$ cat config.mk
export PLATFORM = sky130hd
export DESIGN_NAME = pc_stack_unit
export DESIGN_NICKNAME = d
export VERILOG_FILES = /design/src/rtl/pc_stack_unit.sv
export SDC_FILE = /design/constraint.sdc
export NUM_CORES = 1
export LEC_CHECK = 0
export ABC_AREA = 1
export BUFFER_PORTS_ARGS = -buffer_cell sky130_fd_sc_hd__buf_4
export CAP_MARGIN = 30
export CORE_MARGIN = 1.5
export CORE_UTILIZATION = 57
export CTS_CLUSTER_DIAMETER = 200
export DETAILED_ROUTE_END_ITERATION = 6
export GPL_TIMING_DRIVEN = 0
export PLACE_DENSITY = 0.77
export SLEW_MARGIN = 0
export SYNTH_ARGS = -nofsm -noshare
export SYNTH_HDL_FRONTEND = slang
export SYNTH_SLANG_ARGS = --single-unit
export TNS_END_PERCENT = 30
$ cat constraint.sdc
create_clock -name clk -period 6.15 [get_ports clk]
set_input_delay 1.23 -clock clk [delete_from_list [all_inputs] [get_ports clk]]
set_output_delay 1.23 -clock clk [all_outputs]
set_load 0.005 [all_outputs]
$ cat src/rtl/pc_stack_unit.sv
// Program-counter unit with an integrated return-address stack for the fetch stage.
// Optional feature macro PC_ABS_JUMP_EN adds the abs input to make jump/call targets absolute.
module pc_stack_unit #(
  parameter int                ADDR_W      = 12,
  parameter int                STACK_DEPTH = 8,
  parameter logic [ADDR_W-1:0] RESET_ADDR  = '0
) (
  input  logic                               clk,
  input  logic                               rst,
  input  logic                               stall,
  input  logic                               jump,
  input  logic                               call,
  input  logic                               ret,
`ifdef PC_ABS_JUMP_EN
  input  logic                               abs,
`endif
  input  logic [ADDR_W-1:0]                  offset,
  output logic [ADDR_W-1:0]                  pc,
  output logic [ADDR_W-1:0]                  stk_top,
  output logic [$clog2(STACK_DEPTH+1)-1:0]   depth,
  output logic                               full,
  output logic                               empty,
  output logic                               ovf,
  output logic                               unf
);

  localparam int DW = $clog2(STACK_DEPTH + 1);
  localparam int IW = $clog2(STACK_DEPTH);

  logic [ADDR_W-1:0] stack [STACK_DEPTH];

  logic [ADDR_W-1:0] pc_inc;
  logic [ADDR_W-1:0] target;
  logic [ADDR_W-1:0] pc_nxt;
  logic [DW-1:0]     depth_nxt;
  logic              ovf_nxt;
  logic              unf_nxt;
  logic              push;
  logic [IW-1:0]     wr_idx;
  logic [IW-1:0]     top_idx;

  assign pc_inc  = pc + ADDR_W'(1);
  assign full    = (depth == DW'(STACK_DEPTH));
  assign empty   = (depth == '0);
  assign wr_idx  = IW'(depth);
  assign top_idx = IW'(depth - DW'(1));
  assign stk_top = empty ? '0 : stack[top_idx];

`ifdef PC_ABS_JUMP_EN
  assign target = abs ? offset : pc + offset;
`else
  assign target = pc + offset;
`endif

  // Priority ret > call > jump > increment; stall and reset are applied in the register.
  always_comb begin
    // NOTE: every output gets a default first so no path through the block infers a latch.
    pc_nxt    = pc_inc;
    depth_nxt = depth;
    ovf_nxt   = ovf;
    unf_nxt   = unf;
    push      = 1'b0;
    if (ret) begin
      if (!empty) begin
        pc_nxt    = stk_top;
        depth_nxt = depth - DW'(1);
      end else begin
        unf_nxt = 1'b1;
      end
    end else if (call) begin
      pc_nxt = target;
      if (!full) begin
        push      = 1'b1;
        depth_nxt = depth + DW'(1);
      end else begin
        ovf_nxt = 1'b1;
      end
    end else if (jump) begin
      pc_nxt = target;
    end
  end

  // NOTE: state registers use non-blocking assignments so every flop samples pre-edge values.
  always_ff @(posedge clk) begin
    if (rst) begin
      pc    <= RESET_ADDR;
      depth <= '0;
      ovf   <= 1'b0;
      unf   <= 1'b0;
    end else if (!stall) begin
      pc    <= pc_nxt;
      depth <= depth_nxt;
      ovf   <= ovf_nxt;
      unf   <= unf_nxt;
    end
  end

  // NOTE: stack storage is not reset; entries above depth are never observed.
  always_ff @(posedge clk) begin
    if (!rst && !stall && push) begin
      stack[wr_idx] <= pc_inc;
    end
  end

endmodule

; After elaboration in Yosys (flattened, before gate mapping)
; Memory sizes are Yosys's and may differ from the RTL's.
; Index checks and enable logic that the tools add are counted.
[op_classes]
shift = 0
n_eq_ne = 3
n_lt_le_gt_ge = 0
addsub = 4
reduce_logical = 9
muxes = 14
bitwise_logic = 2
n_mul = 0
n_div = 0
[ops]
columns = operator, count
row1 = 12-bit 2-to-1 mux, 5
row2 = 4-bit 2-to-1 mux, 4
row3 = 12-bit by 1-bit adder with 12-bit output (second input constant), 1
row4 = 12-bit adder, 1
row5 = 4-bit AND reduction, 2
row6 = 1-bit 2-to-1 mux, 5
row7 = 4-bit by 1-bit adder with 4-bit output (second input constant), 1
row8 = 4-bit equality test (second input constant), 1
row9 = 4-bit zero test, 1
row10 = 2-bit != test (second input constant), 2
row11 = 4-bit by 1-bit subtractor with 4-bit output (second input constant), 1
row12 = 3-bit AND reduction, 1
row13 = 1-bit logical AND, 2
row14 = 1-bit zero test, 2
row15 = 1-bit NOT, 2
row16 = 2-bit nonzero test, 1
[word_totals]
ram_bits = 96
romBits = 0
register_bits = 18
n_memories = 1
latchBits = 0
[memory_table]
columns = name, depth, word_bits, read_ports, rd_ports_with_merged_regs, write_ports, line_no
row1 = stack, 8, 12, 1, 0, 1, 30  ; logic [ADDR_W-1:0] stack [STACK_DEPTH];

; Depth between registers and ports, before layout
; Gate-level depths: netlist (run 1).
[depth]
depth_word = 7
depth_mapped = 13

; Worst setup path after synthesis (run 1)
; No wires, ideal clock.
[synth_path]
path_kind = input to register
startpoint = in stall
endpoint = mem stack[1][0], enable pin
t_arrival_ns = 2.829
required_time_ns = 5.754
path_buffers = 1
path_stages = 8
slack_ns = 2.925
cell_sequence = buf_4 > clkinv_4 > nand2_1 > inv_1 > nand3_1 > nor2_1 > nand2_1 > nor3_1
[synth_between]
elab_chain_len = 5
[synth_lines]
columns = element, line_no
row1 = "start, declared", 10  ; input logic stall,
row2 = 1-bit zero test, 100  ; if (!rst && !stall && push) begin
row3 = 1-bit logical AND (2 in a row), 100
row4 = 1-bit 2-to-1 mux, 100
row5 = 1-bit 2-to-1 mux (not written as such), 101  ; stack[wr_idx] <= pc_inc;
row6 = "end, declared", 30
; No other way between the ends.

; Worst setup path in the final report (run 1)
[layout_path]
startpoint = reg depth[0]
endpoint = out stk_top[1]
[layout_between]
elab_chain_len = 3
elab_cells_between_ends = 4
classes_between = add/sub (1) / mux (1) / reduce/logical (1) / memory (1)
[layout_lines]
columns = element, line_no
row1 = "start, declared", 20  ; output logic [$clog2(STACK_DEPTH+1)-1:0] depth,
row2 = "start signal, assigned", 92  ; depth <= depth_nxt;
row3 = 4-bit by 1-bit subtractor with 4-bit output, --
row4 = memory read 8 x 12 bit, --
row5 = 12-bit 2-to-1 mux *, 47  ; assign stk_top = empty ? '0 : stack[top_idx];
row6 = "end, declared", 19  ; output logic [ADDR_W-1:0] stk_top,
; Every way passes the cells marked *; elsewhere a longest branch is shown, timed or not.

==> impl_metrics.py, run 1 <==
metrics = {
    "route": {
        "ant_nets": 0,
        "dr.pass1.iters": 7,
        "drc": 0,
        "drt_iter0_drc": 488,
        "wl_microns": 15900,
        "drt-vias-per-instance": 5.77,
        "vias": 5106,
        "wire_per_inst_microns": 18.0,
    },
    "final_layout": {
        "drive_above_1_share_pct": 17.0,
        "stdcell_area_sq_um": 7100,
        "fin_cells": 885,
        "diodes": 0,
        "syn_to_final_growth_pct": 20.3,
        "layout.nets": 772,
    },
    "floorplan": {
        "fp.coreArea_sq_um": 9910,
        "start_util_pct": 59.6,
        "die_w_microns": 105,
        "ioPinCount": 50,
        "rows": 36,
        "die_y_microns": 105,
        "die_area_sq_um": 11000,
    },
    "clock_tree": {
        "cts_hold_buf": 0,
        "ctsRootBufferMaster": "clkbuf_8",
        "clk_latency_ns": 0.53,
        "clk_pin_slew_ns": 0.06,
        "cts_resized": 0,
        "clockBufferDepth": 2,
        "numCtsBuffers": 17,
        "cts_tree": "yes",
        "cts_sinks": 114,
        "htreeDepth": 4,
        "post_cts_buffers": 0,
    },
    "global_routing": {
        "grt_overflow": 0,
        "grt_pass1_wl_microns": 24900,
        "grt_max_degree": 17,
        "grt_pass1_vias": 4816,
        "grt_usage_pct": 30.0,
        "grt_antenna_before_repair": 0,
    },
    "place": {
        "dp.cells": 853,
        "post_dp_cell_area_sq_um": 6520,
        "gp_congestion": 0.931,
        "dpl.hpwl_microns": 11200,
        "numPortBuffers": 48,
    },
    "setup_path": {
        "worstSetupStartpointType": "flip-flop",
        "crit_fanout": 10,
        "worstSetupPathType": "reg2out",
        "arrival_ns": 3.32,
        "end_kind": "output pin",
        "crit_required_ns": 4.92,
    },
    "synth": {
        "synth.distinct_cells": 40,
        "yosysSeqAreaShare_pct": 55.0,
        "synth_edf_count": 96,
        "netlist_instances": 664,
        "synth_area_sq_um": 5900,
        "yosysWarnings": 0,
        "synth_top_cell_by_area": "edfxtp_1",
        "async_flop_share_pct": 0,
        "synth_ff_type": "edfxtp_1",
        "yosys.area.top_type_share_pct": 48.8,
        "synth.avg_cell_area_sq_um": 8.89,
        "ys_top_cells_by_area": "edfxtp_1, nor2_1, nand2_1",
        "synth_most_common_cell": "nor2_1",
        "synth_nets": 697,
        "synthTopCellsByCount": "nor2_1, nand2_1, edfxtp_1, inv_1, nand3_1",
        "ys_seq_elements": 114,
    },
    "sta": {
        "finalWorstPathRequiredPeriod_ns": 4.55,
        "final_max_slew_viol_count": 0,
        "max-slew-margin-rel_pct": 36.0,
        "tightest_slew_ns": 0.956,
        "finalSetupTns_ns": 0,
        "period_share_pct": 74.0,
        "hold_viol": 0,
        "finClkSkew_ns": 0.00819,
        "rsz0062_at_grt": "no",
        "fmax_ghz": 0.220,
        "setup_viol": 0,
    },
    "power_and_ir_drop": {
        "ir_drop_mv": 0.160,
        "power_leakage_nw": 3.01,
        "power_density_nw_per_um2": 334,
    },
    "status": {
        "status": "finished, final reports clean",
    },
    "flow_run": {
        "drv_cap": 0,
    },
    "worst_hold_path": {
        "hp-class": "reg2reg",
    },
}
==> layout by cell type, fill, tap and decap left out, types with 11 or more instances in the layout <==
cell       count
a21oi_1       19
buf_2         14
buf_4         54
clkbuf_16     16
dfxtp_1       18
edfxtp_1      96
ha_1          14
inv_1         65
nand2_1      122
nand3_1       60
nand4_1       11
nor2_1       123
o21ai_0       58
==> kinds of logic (layout without fill, tap and decap cells) <==
logic type / after synthesis / count (layout) / share of synthesized area [%]
AOI/OAI and AO/OA: 97 / 97 / 9.39
xor gates and xnor gates: 8 / 8 / 1.31
adders and majority gates: 15 / 15 / 3.31
buffers and inverters: 96 / 184 / 7.12
DFF: 114 / 114 / 55.0
and+or+nand+nor: 334 / 334 / 23.9
==> routing by layer <==
layer | part of all wire [%] | GRT usage [%]
met4 | 3.1 | 13.2
met5 | 0 | 0
met3 | 9.0 | 6.86
met2 | 48 | 49.5
met1 | 40 | 37.9
==> stage by stage <==
stage | setup slack, ns | power, mW | util, % | hold WS [ns]
detailed placement | 2.29 | 1.43 | 65.8 | 0.470
floorplan | 2.92 | 1.23 | - | 0.461
global route | 1.45 | 2.45 | 71.6 | 0.506
global placement | 2.10 | 1.41 | 64.9 | 0.455
finish | 1.60 | 2.37 | 71.6 | 0.479
CTS | 1.63 | 2.36 | 71.6 | 0.483
==> where the power goes <==
group | switching [mW] | total, mW | internal (mW)
Sequential | 0.0258 | 0.900 | 0.874
Combinational | 0.330 | 0.527 | 0.197
Clock | 0.347 | 0.945 | 0.597
==> cell type report <==
| cell class | instances | area (sq um) |
|---|---|---|
| Clock inverter | 12 | 133 |
| Inverter | 71 | 272 |
| Tap cell | 133 | 166 |
| Clock buffer | 20 | 445 |
| Timing Repair Buffer | 56 | 443 |
| Sequential cell | 114 | 3240 |
| Multi-Input combinational cell | 454 | 2250 |
| Fill cell | 719 | 2810 |
| Buffer | 25 | 149 |
==> final timing paths <==
check	startpoint	end	slack [ns]	cells after the start
worst min register to register	unf	unf	0.48	2
worst min-delay path	unf	unf	0.48	2
worst max-delay path	depth[0]	stk_top[1]	1.60	10
worst max register to register	depth[0]	stack[6][8]	2.90	10
==> registers in the layout, indices dropped and copies added (netlist names) <==
signal / count
ovf: 1
stack: 96
pc: 12
unf: 1
depth: 4
==> critical path, stage by stage, from the launching register on <==
cell,delay (ns)
dfxtp_1,0.40
buf_2,0.21
inv_2,0.08
buf_2,0.20
ha_1,0.35
inv_1,0.11
clkbuf_1,0.52
o21ai_0,0.27
o221ai_1,0.32
and3_1,0.22
buf_4,0.11
No activity file was read; power rests on OpenSTA's default activity.
==> run 2: changes to the inputs <==
Settings changed: ABC_AREA 1 to 0.
Clock period 6.15 ns to 4.2 ns, I/O delays scaled along.
==> run 2 against run 1 <==
  * Clock power grew 32%
  * Sequential power rose by 50%
  * Via count down 24%
  * Largest cell class unchanged
  * Largest power group is now sequential cells
==> impl_metrics.py, run 2 <==
metrics = {
    "status": {
        "status": "finished, final reports clean",
    },
    "power_and_ir_drop": {
        "ir_drop_mv": 0.309,
        "power_density_nw_per_um2": 498,
        "seqPwrFrac_pct": 40.0,
        "finalPower_mw": 3.37,
        "p_sw_share_pct": 28.1,
        "internal_power_mw": 2.42,
        "p_sw_mw": 0.945,
        "power_leakage_nw": 2.52,
        "clkPwrFrac_pct": 37.2,
        "pwr-share-comb_pct": 22.7,
    },
    "floorplan": {
        "rows": 36,
        "start_util_pct": 58.1,
        "die_y_microns": 102,
        "ioPinCount": 50,
        "fp.coreArea_sq_um": 9640,
        "die_w_microns": 102,
        "die_area_sq_um": 10400,
    },
    "final_layout": {
        "reg_top3": "stack: 96 flops, pc: 12 flops, depth: 4 flops",
        "stdcell_area_sq_um": 6760,
        "syn_to_final_growth_pct": 20.6,
        "largest-register": "stack",
        "layout_common_cells": "edfxtp_1, buf_4, nand2_1",
        "fillerInstances": 687,
        "final_common_cell": "edfxtp_1",
        "drive_above_1_share_pct": 22.2,
        "seq_area_sq_um": 3240,
        "layout.nets": 516,
        "multi_input_area_sq_um": 2180,
        "diodes": 0,
        "postLayoutCoreUtil_pct": 70.1,
        "largest_register_ffs": 96,
    },
    "sta": {
        "holdWs_ns": 0.485,
        "rsz0062_at_grt": "no",
        "period_share_pct": 91.2,
        "hold_viol": 0,
        "finalWorstPathRequiredPeriod_ns": 3.83,
        "final_max_slew_viol_count": 0,
        "tightest_slew_ns": 0.920,
        "max-slew-margin-rel_pct": 38.2,
        "finalSetupTns_ns": 0,
        "setup_viol": 0,
        "fmax_ghz": 0.261,
        "finClkSkew_ns": 0.0107,
    },
    "setup_path": {
        "crit-reg2reg-launch": "depth[0]",
        "worstSetupStartpointType": "flip-flop",
        "crit_end": "stk_top[2]",
        "startpoint": "depth[0]",
        "crit_fanout": 10,
        "worstSetupPathType": "reg2out",
        "slowest_delay_ns": 0.36,
        "worst_r2r_endpoint": "pc[2]",
        "cp_slowest_cell": "dfxtp_1",
        "crit_required_ns": 3.36,
        "rr_worst_depth": 11,
        "path_cells": "buf_6 > buf_6 > inv_1 > ha_1 > clkbuf_8 > buf_2 > mux4_2 > mux2i_1 > nor2_1 > buf_4",
        "crit_top_cell": "buf_6",
        "reg2reg_slack_ns": 1.36,
        "end_kind": "output pin",
        "arrival_ns": 2.99,
    },
    "synth": {
        "synth_compound_area_share_pct": 10.1,
        "synth_fa_ha_area_share_pct": 3.48,
        "synth_ff_type": "edfxtp_1",
        "synth_nets": 440,
        "synth.distinct_cells": 59,
        "yosysSeqAreaShare_pct": 57.9,
        "synth_top_family_by_area": "multiplexers",
        "yosys.area.top_type_share_pct": 51.5,
        "netlist_instances": 407,
        "synthTopCellsByCount": "edfxtp_1, nand2_1, nor2_1, dfxtp_1, mux4_1",
        "ys_seq_elements": 114,
        "synth_most_common_cell": "edfxtp_1",
        "ys_top_cells_by_area": "edfxtp_1, mux4_1, dfxtp_1",
        "synth_top_cell_by_area": "edfxtp_1",
        "synth_area_sq_um": 5600,
        "synth_edf_count": 96,
        "synth_xor_area_share_pct": 3.28,
        "synth.avg_cell_area_sq_um": 13.8,
        "synth_simple_gate_area_share_pct": 10.3,
        "yosysWarnings": 0,
        "synthMuxAreaShare_pct": 11.6,
        "async_flop_share_pct": 0,
    },
    "clock_tree": {
        "clockBufferDepth": 2,
        "clk_pin_slew_ns": 0.06,
        "htreeDepth": 4,
        "cts_sinks": 114,
        "cts_tree": "yes",
        "clk_latency_ns": 0.52,
        "numCtsBuffers": 17,
        "cts_resized": 0,
        "cts_hold_buf": 0,
        "post_cts_buffers": 0,
        "ctsRootBufferMaster": "clkbuf_8",
    },
    "route": {
        "drt-vias-per-instance": 6.17,
        "wire_per_inst_microns": 21.1,
        "dr.pass1.iters": 7,
        "ant_nets": 0,
        "vias": 3878,
        "wl_microns": 13300,
        "drt_iter0_drc": 304,
        "drc": 0,
    },
    "place": {
        "dpl.hpwl_microns": 9260,
        "post_dp_cell_area_sq_um": 6240,
        "numPortBuffers": 49,
        "gp_congestion": 0.923,
    },
    "global_routing": {
        "grt_overflow": 0,
        "grt_pass1_vias": 3639,
        "grt_max_degree": 17,
        "grt_pass1_wl_microns": 20100,
        "grt_usage_pct": 27.2,
        "grt_antenna_before_repair": 0,
    },
    "flow_run": {
        "drv_cap": 0,
    },
    "worst_hold_path": {
        "hp-class": "reg2reg",
    },
}
==> run 2: cell families (layout without fill, tap and decap cells) <==
group	Yosys count	after routing
simple gates	117	117
flops	114	114
compound gates	81	81
buf+inv	31	120
mux	28	28
xor+xnor	21	21
fa+ha+maj	15	15
==> run 2: area by class of cell <==
| type | count | share of cell area [%] |
|---|---|---|
| Multi-Input combinational cell | 262 | 32.3 |
| Buffer | 19 | 2.04 |
| Clock inverter | 11 | 1.33 |
| Clock buffer | 21 | 6.35 |
| Sequential cell | 114 | 48.0 |
| Tap cell | 133 | 2.46 |
| Timing Repair Buffer | 57 | 6.78 |
| Inverter | 12 | 0.704 |
==> run 2: how the worst min path moves through the flow <==
| stage | startpoint | end | cells after the start |
|---|---|---|---|
| global placement | ovf | ovf | 2 |
| CTS | unf | unf | 2 |
| finish | unf | unf | 2 |
| detailed placement | unf | unf | 2 |
| floorplan | unf | unf | 2 |
| global route | unf | unf | 2 |
==> run 2: power by group through the flow <==
stage	logic, mW	registers [mW]	clock network [mW]
global route	0.829	1.35	1.32
floorplan	0.482	1.36	0
finish	0.766	1.35	1.25
global placement	0.737	1.37	0
CTS	0.761	1.35	1.27
detailed placement	0.754	1.37	0
==> run 2: metal layers <==
layer / up-vias / part of all wire [%] / GRT usage, %
li1: 1757 / - / -
met1: 1903 / 41 / 35.1
met2: 183 / 49 / 45.3
met3: 35 / 7.0 / 5.06
met4: 0 / 3.1 / 12.0
met5: - / 0 / 0
==> run 2: worst max-delay path, delay by kind of cell, from the launching register on <==
kind          cells  cell delay (ns)
buf+inv           6             1.09
mux               2             0.65
flops             1             0.36
fa+ha+maj         1             0.30
simple gates      1             0.07
==> run 2: metrics by stage <==
stage | instances | setup WS, ns
after floorplan | 407 | 1.34
after global placement | 589 | 0.109
after detailed placement | 597 | 0.895
after CTS | 629 | 0.332
after global routing | 629 | 0.238
final | 629 | 0.368
